--- src/rtl/fetch_sequencer.sv ---
// fetch_sequencer: front-end sequencer for the 5-stage, 24-bit pipeline.
// Owns the PC, the IF/ID register and the downstream stage valid bits,
// drives the instruction-memory request handshake and applies the hazard
// unit's stall/flush decisions with priority flush > stall > fetch.
module fetch_sequencer #(
  parameter int              PC_W     = 24,
  parameter int              INSTR_W  = 24,
  parameter int              CNT_W    = 16,
  parameter logic [PC_W-1:0] RESET_PC = 24'h000000
) (
  input  logic               clk,
  input  logic               rst_n,
  input  logic               stall_i,
  input  logic               flush_i,
  input  logic [PC_W-1:0]    branch_target_i,
  output logic               imem_req_o,
  output logic [PC_W-1:0]    imem_addr_o,
  input  logic               imem_ready_i,
  input  logic [INSTR_W-1:0] imem_instr_i,
  output logic [INSTR_W-1:0] ifid_instr_o,
  output logic [PC_W-1:0]    ifid_pc_o,
  output logic               ifid_valid_o,
  output logic [3:0]         stage_valid_o,
  output logic [CNT_W-1:0]   stall_cnt_o,
  output logic [CNT_W-1:0]   flush_cnt_o,
  output logic [1:0]         state_o
);

  localparam logic [1:0] ST_IDLE = 2'd0;
  localparam logic [1:0] ST_RUN  = 2'd1;
  localparam logic [1:0] ST_WAIT = 2'd2;

  logic [1:0]         state_q, state_d;
  logic [PC_W-1:0]    pc_q, pc_d;
  logic [INSTR_W-1:0] ifid_instr_q, ifid_instr_d;
  logic [PC_W-1:0]    ifid_pc_q, ifid_pc_d;
  logic               ifid_valid_q, ifid_valid_d;
  logic [3:0]         stage_valid_q, stage_valid_d;
  logic [CNT_W-1:0]   stall_cnt_q, stall_cnt_d;
  logic [CNT_W-1:0]   flush_cnt_q, flush_cnt_d;

  logic active;
  logic transfer;

  // Request and address come straight from registers, so no input reaches them combinationally.
  assign imem_req_o  = (state_q == ST_RUN) || (state_q == ST_WAIT);
  assign imem_addr_o = pc_q;
  assign active      = imem_req_o;
  assign transfer    = imem_req_o & imem_ready_i;

  assign ifid_instr_o  = ifid_instr_q;
  assign ifid_pc_o     = ifid_pc_q;
  assign ifid_valid_o  = ifid_valid_q;
  assign stage_valid_o = stage_valid_q;
  assign stall_cnt_o   = stall_cnt_q;
  assign flush_cnt_o   = flush_cnt_q;
  assign state_o       = state_q;

  // Next-state logic: handshake FSM, then flush > stall > fetch for the pipeline registers.
  always_comb begin
    state_d       = state_q;
    pc_d          = pc_q;
    ifid_instr_d  = ifid_instr_q;
    ifid_pc_d     = ifid_pc_q;
    ifid_valid_d  = ifid_valid_q;
    stage_valid_d = stage_valid_q;
    stall_cnt_d   = stall_cnt_q;
    flush_cnt_d   = flush_cnt_q;

    case (state_q)
      ST_IDLE: state_d = ST_RUN;
      ST_RUN: begin
        if (!flush_i && !stall_i && !imem_ready_i) begin
          state_d = ST_WAIT;
        end
      end
      ST_WAIT: begin
        if (flush_i || imem_ready_i) begin
          state_d = ST_RUN;
        end
      end
      default: state_d = ST_IDLE;
    endcase

    if (active && flush_i) begin
      // Squash ID/EX and EX/MEM; the older two stages still retire.
      pc_d          = branch_target_i;
      ifid_valid_d  = 1'b0;
      stage_valid_d = {stage_valid_q[2], stage_valid_q[1], 2'b00};
      if (flush_cnt_q != {CNT_W{1'b1}}) begin
        flush_cnt_d = flush_cnt_q + 1'b1;
      end
    end else if (active && stall_i) begin
      // Hold the front end and inject a bubble into ID/EX; any returned word is dropped.
      stage_valid_d = {stage_valid_q[2:0], 1'b0};
      if (stall_cnt_q != {CNT_W{1'b1}}) begin
        stall_cnt_d = stall_cnt_q + 1'b1;
      end
    end else begin
      stage_valid_d = {stage_valid_q[2:0], ifid_valid_q};
      if (transfer) begin
        ifid_instr_d = imem_instr_i;
        ifid_pc_d    = pc_q;
        ifid_valid_d = 1'b1;
        pc_d         = pc_q + 1'b1;
      end else begin
        ifid_valid_d = 1'b0;
      end
    end
  end

  // State registers with asynchronous active-low reset.
  always_ff @(posedge clk or negedge rst_n) begin
    if (!rst_n) begin
      state_q       <= ST_IDLE;
      pc_q          <= RESET_PC;
      ifid_instr_q  <= '0;
      ifid_pc_q     <= '0;
      ifid_valid_q  <= 1'b0;
      stage_valid_q <= '0;
      stall_cnt_q   <= '0;
      flush_cnt_q   <= '0;
    end else begin
      state_q       <= state_d;
      pc_q          <= pc_d;
      ifid_instr_q  <= ifid_instr_d;
      ifid_pc_q     <= ifid_pc_d;
      ifid_valid_q  <= ifid_valid_d;
      stage_valid_q <= stage_valid_d;
      stall_cnt_q   <= stall_cnt_d;
      flush_cnt_q   <= flush_cnt_d;
    end
  end

endmodule

--- config.mk ---
export PLATFORM = sky130hd
export DESIGN_NAME = fetch_sequencer
export DESIGN_NICKNAME = d
export VERILOG_FILES = /design/src/rtl/fetch_sequencer.sv
export SDC_FILE = /design/constraint.sdc
export NUM_CORES = 1
export LEC_CHECK = 0
export ABC_AREA = 0
export CORE_MARGIN = 3
export CORE_UTILIZATION = 50
export CTS_CLUSTER_DIAMETER = 200
export DETAILED_ROUTE_END_ITERATION = 16
export PLACE_DENSITY = 0.89
export SYNTH_ARGS = -nofsm -noshare
export SYNTH_HDL_FRONTEND = slang
export SYNTH_SLANG_ARGS = --single-unit
export TNS_END_PERCENT = 10
--- constraint.sdc ---
create_clock -name clk -period 3.2 [get_ports clk]
set_clock_uncertainty 0.2 [all_clocks]
set_input_delay 0.96 -clock clk [delete_from_list [all_inputs] [get_ports clk]]
set_output_delay 0.96 -clock clk [all_outputs]
set_load 0.02 [all_outputs]
# Word-level counts from Yosys, hierarchy flattened

Cells that the tools add are included.

Flip-flop bits (word level): 111
Input bits: 53
Output and inout bits: 112
Word-level logic and storage cells: 48

Add/sub/neg operators: 3
Equality and inequality tests: 7
Multiplexer cells: 11
Bitwise logic cells: 3
Reduce and logical (&&, ||, !) cells: 16

Operator list:

| cell                  | number |
|---|---|
| $mux 24               | 3 |
| $add 16x1->16 const B | 2 |
| $ne 16x16->1 const B  | 2 |
| $add 24x1->24 const B | 1 |
| $mux 2                | 3 |
| $pmux 2 s3            | 1 |
| $reduce_and 2->1      | 3 |
| $reduce_and 3->1      | 2 |
| $logic_and 1x1->1     | 4 |
| $mux 1                | 4 |
| $ne 2x1->1 const B    | 2 |
| $logic_not 1->1       | 3 |
| $eq 2x1->1 const B    | 1 |
| $eq 2x2->1 const B    | 1 |
| $logic_not 2->1       | 1 |
| $logic_or 1x1->1      | 2 |
| $ne 2x2->1 const B    | 1 |
| $not 1->1             | 2 |
| $reduce_bool 2->1     | 1 |
| $and 1x1->1           | 1 |

# Depth between registers and ports, before layout

Word-level depth: 6
Gate-level depth with buffers: 9
Gate-level depth less buffers: 7

# Worst setup path after synthesis

No wires, ideal clock.

Kind: reg2reg
Start point: register state_q[0], in the netlist state_o[0]
End point: register flush_cnt_q[15], in the netlist flush_cnt_o[15]
Setup time: 130 ps
Data arrival time: 2020 ps
Required time: 2870 ps
Setup slack: 850 ps
Stages on the path, launching flop included: 10
Path buffers: 2
Clock period less this slack: 2350 ps
Cell sequence: dfrtp_1 > inv_1 > ha_1 > and2_1 > buf_2 > and3_1 > and3_1 > buf_2 > nand4_1 > xnor2_1

Word-level cells in the longest chain between the ends: 4
Elaborated cells on any way between the ends: 5
Classes of those cells: eq/ne (2); reduce/logical (3)

Ends and longest elaborated chain:

| item                                            | RTL line | source |
|---|---|---|
| start, declared                                 | 33       | `logic [1:0] state_q, state_d;` |
| start signal, assigned                          | 124      | `state_q <= state_d;` |
| $eq 2x1->1 / $eq 2x2->1 (equally long branches) | 46       | `assign imem_req_o = (state_q == ST_RUN) \|\| (state_q == ST_WAIT);` |
| $logic_or 1x1->1 *                              | 46       |  |
| net imem_req_o                                  | 16       | `output logic imem_req_o,` |
| $logic_and 1x1->1 *                             | 85       | `if (active && flush_i) begin` |
| $reduce_and 2->1 (no source line) *             | --       |  |
| end signal, assigned                            | 131      | `flush_cnt_q <= flush_cnt_d;` |
| end, declared                                   | 40       | `logic [CNT_W-1:0] flush_cnt_q, flush_cnt_d;` |

Mark *: on every way through the listed nets, which the timed path passes. The rest lies on a longest branch.
A chain may end at the register's enable or synchronous reset.

# Worst setup path after layout

Start point: register state_q[1], in the netlist state_o[1]
End point: output port imem_req_o

Word-level cells in the longest chain between the ends: 2
Elaborated cells on any way between the ends: 3
Classes of those cells: eq/ne (2); reduce/logical (1)

Ends and longest elaborated chain:

| item                                            | RTL line |
|---|---|
| $eq 2x1->1 / $eq 2x2->1 (equally long branches) | 46 |
| $logic_or 1x1->1 *                              | 46 |
| end, declared                                   | 16 |

Mark *: on every way between the ends. The rest lies on a longest branch, timed or not.

==> impl_summary.txt <==
----------------------------------------------------
[Outcome]
  Run status ... complete, no violations

[Timing]
  Setup repair after global routing missed its margin ... false
  # setup viols final ... 0
  Final Hold Fails ... 0
  Maximum clock frequency ... approximately 340 MHz
  Tcrit/Tclk final ... between 90% and 100%
  Number of pins exceeding their max-slew limit in the final report ... 0
  Time the worst path needs with I/O delays and setup ... 2.96 ns
  Worst Tran Pin Value ... roughly 0.63 ns
  Hold_ws ... about 0.20 ns
  Max-slew headroom ... 57.8%
  Setup tns final ... 0 ns

[Global routing]
  Grt total ovfl ... 0
  Number of antenna violations at the first check in global routing ... 0
  Tot GR Track Use ... 24.2%
  Global-route wire length before repair ... 22300 um
  Maximum number of pins on one net before global-route repair ... 49
  Number of global-route vias before repair ... about 4600

[Worst hold path]
  Worst Hold Path Cells ... 0
  Min-Delay Path Class ... flip-flop to flip-flop

[Yosys]
  Post-synthesis cell type count ... 59
  Ys Warns ... 0
  Primary FF master, synth ... sky130_fd_sc_hd__dfrtp_1
  Flops & latches, synth ... about 110
  Post-synth EDFFs ... 0
  Top area cells in the synthesized netlist ... sky130_fd_sc_hd__dfrtp_1, sky130_fd_sc_hd__nand2_1, sky130_fd_sc_hd__xnor2_1, sky130_fd_sc_hd__xor2_1, sky130_fd_sc_hd__nand3_1
  Combinational family with the most area after synthesis ... simple AND/OR/NAND/NOR gates
  Post-synth design cell area ... 5240 um^2
  Area share of the largest cell type after synthesis ... 53.0%
  Post-synthesis async set-or-reset flop share ... between 90% and 100%
  Share of cell area taken by muxes after synthesis ... under 10%
  Post-synthesis compound-gate area fraction ... roughly 8.4%
  Mean post-synth cell area ... 9.45 um^2
  Area share of fa/ha/maj cells after synthesis ... about 1.7%
  Simple-gate share of the synthesized area ... 27.1%
  Synth Area in XOR/XNOR ... around 5.5%
  Seq/Total Area, Yosys ... a little over half
  Post-synth top area cell ... sky130_fd_sc_hd__dfrtp_1
  Total nets after synthesis ... approximately 610
  Cell count after synthesis ... about 550

[Floorplan]
  Height of the die ... ~110 um
  Initial core utilization ... 52.4%
  Die Outline Area ... around 12000 um^2
  Number of rows in the core area ... 36
  Width of the chip ... about 110 um
  I/O Pins ... 165
  Core Region ... 10000 um^2

[Routing]
  Via count ... ~4600
  Detailed-routing iteration count for the pre-antenna-repair pass ... 5
  Remaining DRCs ... 0
  Total wire length after detailed routing ... between 10000 and 15000 um
  1st-iter DRT viols ... between 300 and 400
  Per-cell routed wire length ... 16.1 um
  Via density ... 5.43
  Number of nets still failing antenna checks after routing ... 0

[Placed design]
  Placed instance count ... ~840
  Routability congestion estimate ... 0.898
  # port buffers ... ~160
  Post-detailed-placement half-perimeter wirelength ... around 10000 um

[CTS]
  Quantity of hold-fixing buffers added after cts ... 0
  H-tree depth ... 3
  Resized cells post-CTS ... 0
  Number of buffers inserted during clock tree synthesis ... 9
  Post-CTS Setup Repair Bufs ... 0
  TritonCTS clock tree ... built
  Skew-Pair Late Insertion Delay ... about 0.35 ns
  Root Driver ... sky130_fd_sc_hd__clkbuf_8
  Max Root-Sink Buffers ... 2
  Clock net sink count ... 111
  Clock slew at reported path FFs ... 0.10 ns

[Pwr]
  LEAKAGE ... about 3.2 nW
  Worst IR drop on VDD ... roughly 0.62 mV
  Final Power ... about 0.0063 W
  Power Density ... ~860 nW/um^2

[Setup path]
  Cell depth of the worst flop-to-flop path ... 8
  Arrival time at the worst endpoint ... around 1.8 ns
  Required time of the worst setup path ... between 2 and 2.5 ns
  Largest fanout of any net on the critical path ... 5
  Type of the setup path with the least slack ... flip-flop to output port
  Critical Path Sink Type ... output port
  Setup crit start kind ... flip-flop

[Layout]
  Fin cells ... around 850
  Count of antenna diodes in the layout ... 0
  Fraction of final layout cells sized beyond drive strength 1 ... approximately 6.8%
  Final cell utilization of the core ... 72.3%
  Final net count ... approximately 780
  Synth-to-layout area growth ... 38.1%

[Run]
  Number of maximum-capacitance violations ... 0

----------------------------------------------------
==> cell families (layout without fill, tap and decap cells) <==
kind of cell             after synthesis  after routing
multiplexers                           8              8
flip-flops                           111            111
adder cells (fa/ha/maj)                7              7
buffers and inverters                 29            196
AO/OA/AOI/OAI                         65             65
AND/OR/NAND/NOR                      301            301
XOR/XNOR                              33             33
==> registers in the layout, summed over array words and instances, names as in the netlist <==
| register | cells |
|---|---|
| flush_cnt_o | 16 |
| stall_cnt_o | 16 |
| ifid_pc_o | 24 |
| imem_addr_o | 24 |
| state_o | 2 |
| ifid_instr_o | 24 |
| stage_valid_o | 4 |
| ifid_valid_o | 1 |
==> stage by stage <==
step                      instance area (um^2)  setup slack (ns)
final                                     7230             0.243
after global routing                      7230             0.144
after CTS                                 7230             0.211
after detailed placement                  7040             0.252
after global placement                    7040             0.360
after floorplan                           5240             0.850
==> Yosys cell counts, types with 2 or more instances <==
master	number
sky130_fd_sc_hd__nand3_1	23
sky130_fd_sc_hd__nor2b_1	4
sky130_fd_sc_hd__a31o_2	2
sky130_fd_sc_hd__xnor2_1	17
sky130_fd_sc_hd__buf_4	2
sky130_fd_sc_hd__o31ai_1	3
sky130_fd_sc_hd__dfrtp_1	111
sky130_fd_sc_hd__a21o_1	4
sky130_fd_sc_hd__xor2_1	16
sky130_fd_sc_hd__a31oi_1	3
sky130_fd_sc_hd__o22ai_1	3
sky130_fd_sc_hd__a21oi_1	14
sky130_fd_sc_hd__and3_1	9
sky130_fd_sc_hd__nand4_1	15
sky130_fd_sc_hd__nor3_2	7
sky130_fd_sc_hd__a22oi_1	3
sky130_fd_sc_hd__nor3_1	5
sky130_fd_sc_hd__o21ai_1	6
sky130_fd_sc_hd__buf_2	9
sky130_fd_sc_hd__nand2_1	185
sky130_fd_sc_hd__ha_1	7
sky130_fd_sc_hd__and3_2	2
sky130_fd_sc_hd__nand2b_1	3
sky130_fd_sc_hd__nor2_1	21
sky130_fd_sc_hd__mux2i_1	5
sky130_fd_sc_hd__a22o_1	6
sky130_fd_sc_hd__inv_1	6
sky130_fd_sc_hd__o21ai_0	12
sky130_fd_sc_hd__and4_1	4
sky130_fd_sc_hd__or3_1	2
sky130_fd_sc_hd__clkbuf_1	10
sky130_fd_sc_hd__and2_1	8
==> final timing paths <==
path	endpoint	slack, ns	startpoint
min in group asynchronous	flush_cnt_o[6]	0.36	rst_n
max reg2reg	imem_addr_o[8]	0.59	state_o[1]
min reg2reg	stage_valid_o[3]	0.20	stage_valid_o[2]
min	stage_valid_o[3]	0.20	stage_valid_o[2]
max in group asynchronous	stall_cnt_o[4]	1.68	rst_n
max	imem_req_o	0.24	state_o[1]
==> final cells by class <==
type,instances,area [um^2]
flip-flops and latches,111,2780
fillers,769,2770
multi-input cells,414,2340
repair buffers,174,1740
well taps,133,166
clock buffers,11,131
clock inverters,5,56.3
inverters,6,22.5
==> routing by layer <==
metal	GRT usage, %	share of wire, %
met1	30.9	41
met2	41.0	49
met3	4.90	7.2
met4	8.75	2.8
met5	0	0
==> report_power, final <==
group          internal [W]  switching [W]
combinational       0.00139        0.00158
clock              0.000364       0.000457
sequential          0.00192       0.000538
==> critical path: stages, from the launching register on <==
cell                              delay, ns
sky130_fd_sc_hd__dfrtp_1               0.44
sky130_fd_sc_hd__inv_1                 0.09
sky130_fd_sc_hd__ha_1                  0.31
sky130_fd_sc_hd__clkdlybuf4s50_1       0.61
==> cells in the final DEF, fill, tap and decap left out, types with 12 or more instances in the layout <==
master	instances
sky130_fd_sc_hd__xnor2_1	17
sky130_fd_sc_hd__dfrtp_1	111
sky130_fd_sc_hd__clkdlybuf4s50_1	163
sky130_fd_sc_hd__nand2_1	185
sky130_fd_sc_hd__a21oi_1	14
sky130_fd_sc_hd__nor2_1	20
sky130_fd_sc_hd__nand4_1	15
sky130_fd_sc_hd__xor2_1	16
sky130_fd_sc_hd__o21ai_0	12
sky130_fd_sc_hd__nand3_1	22
(Power assumes the default switching activity.)
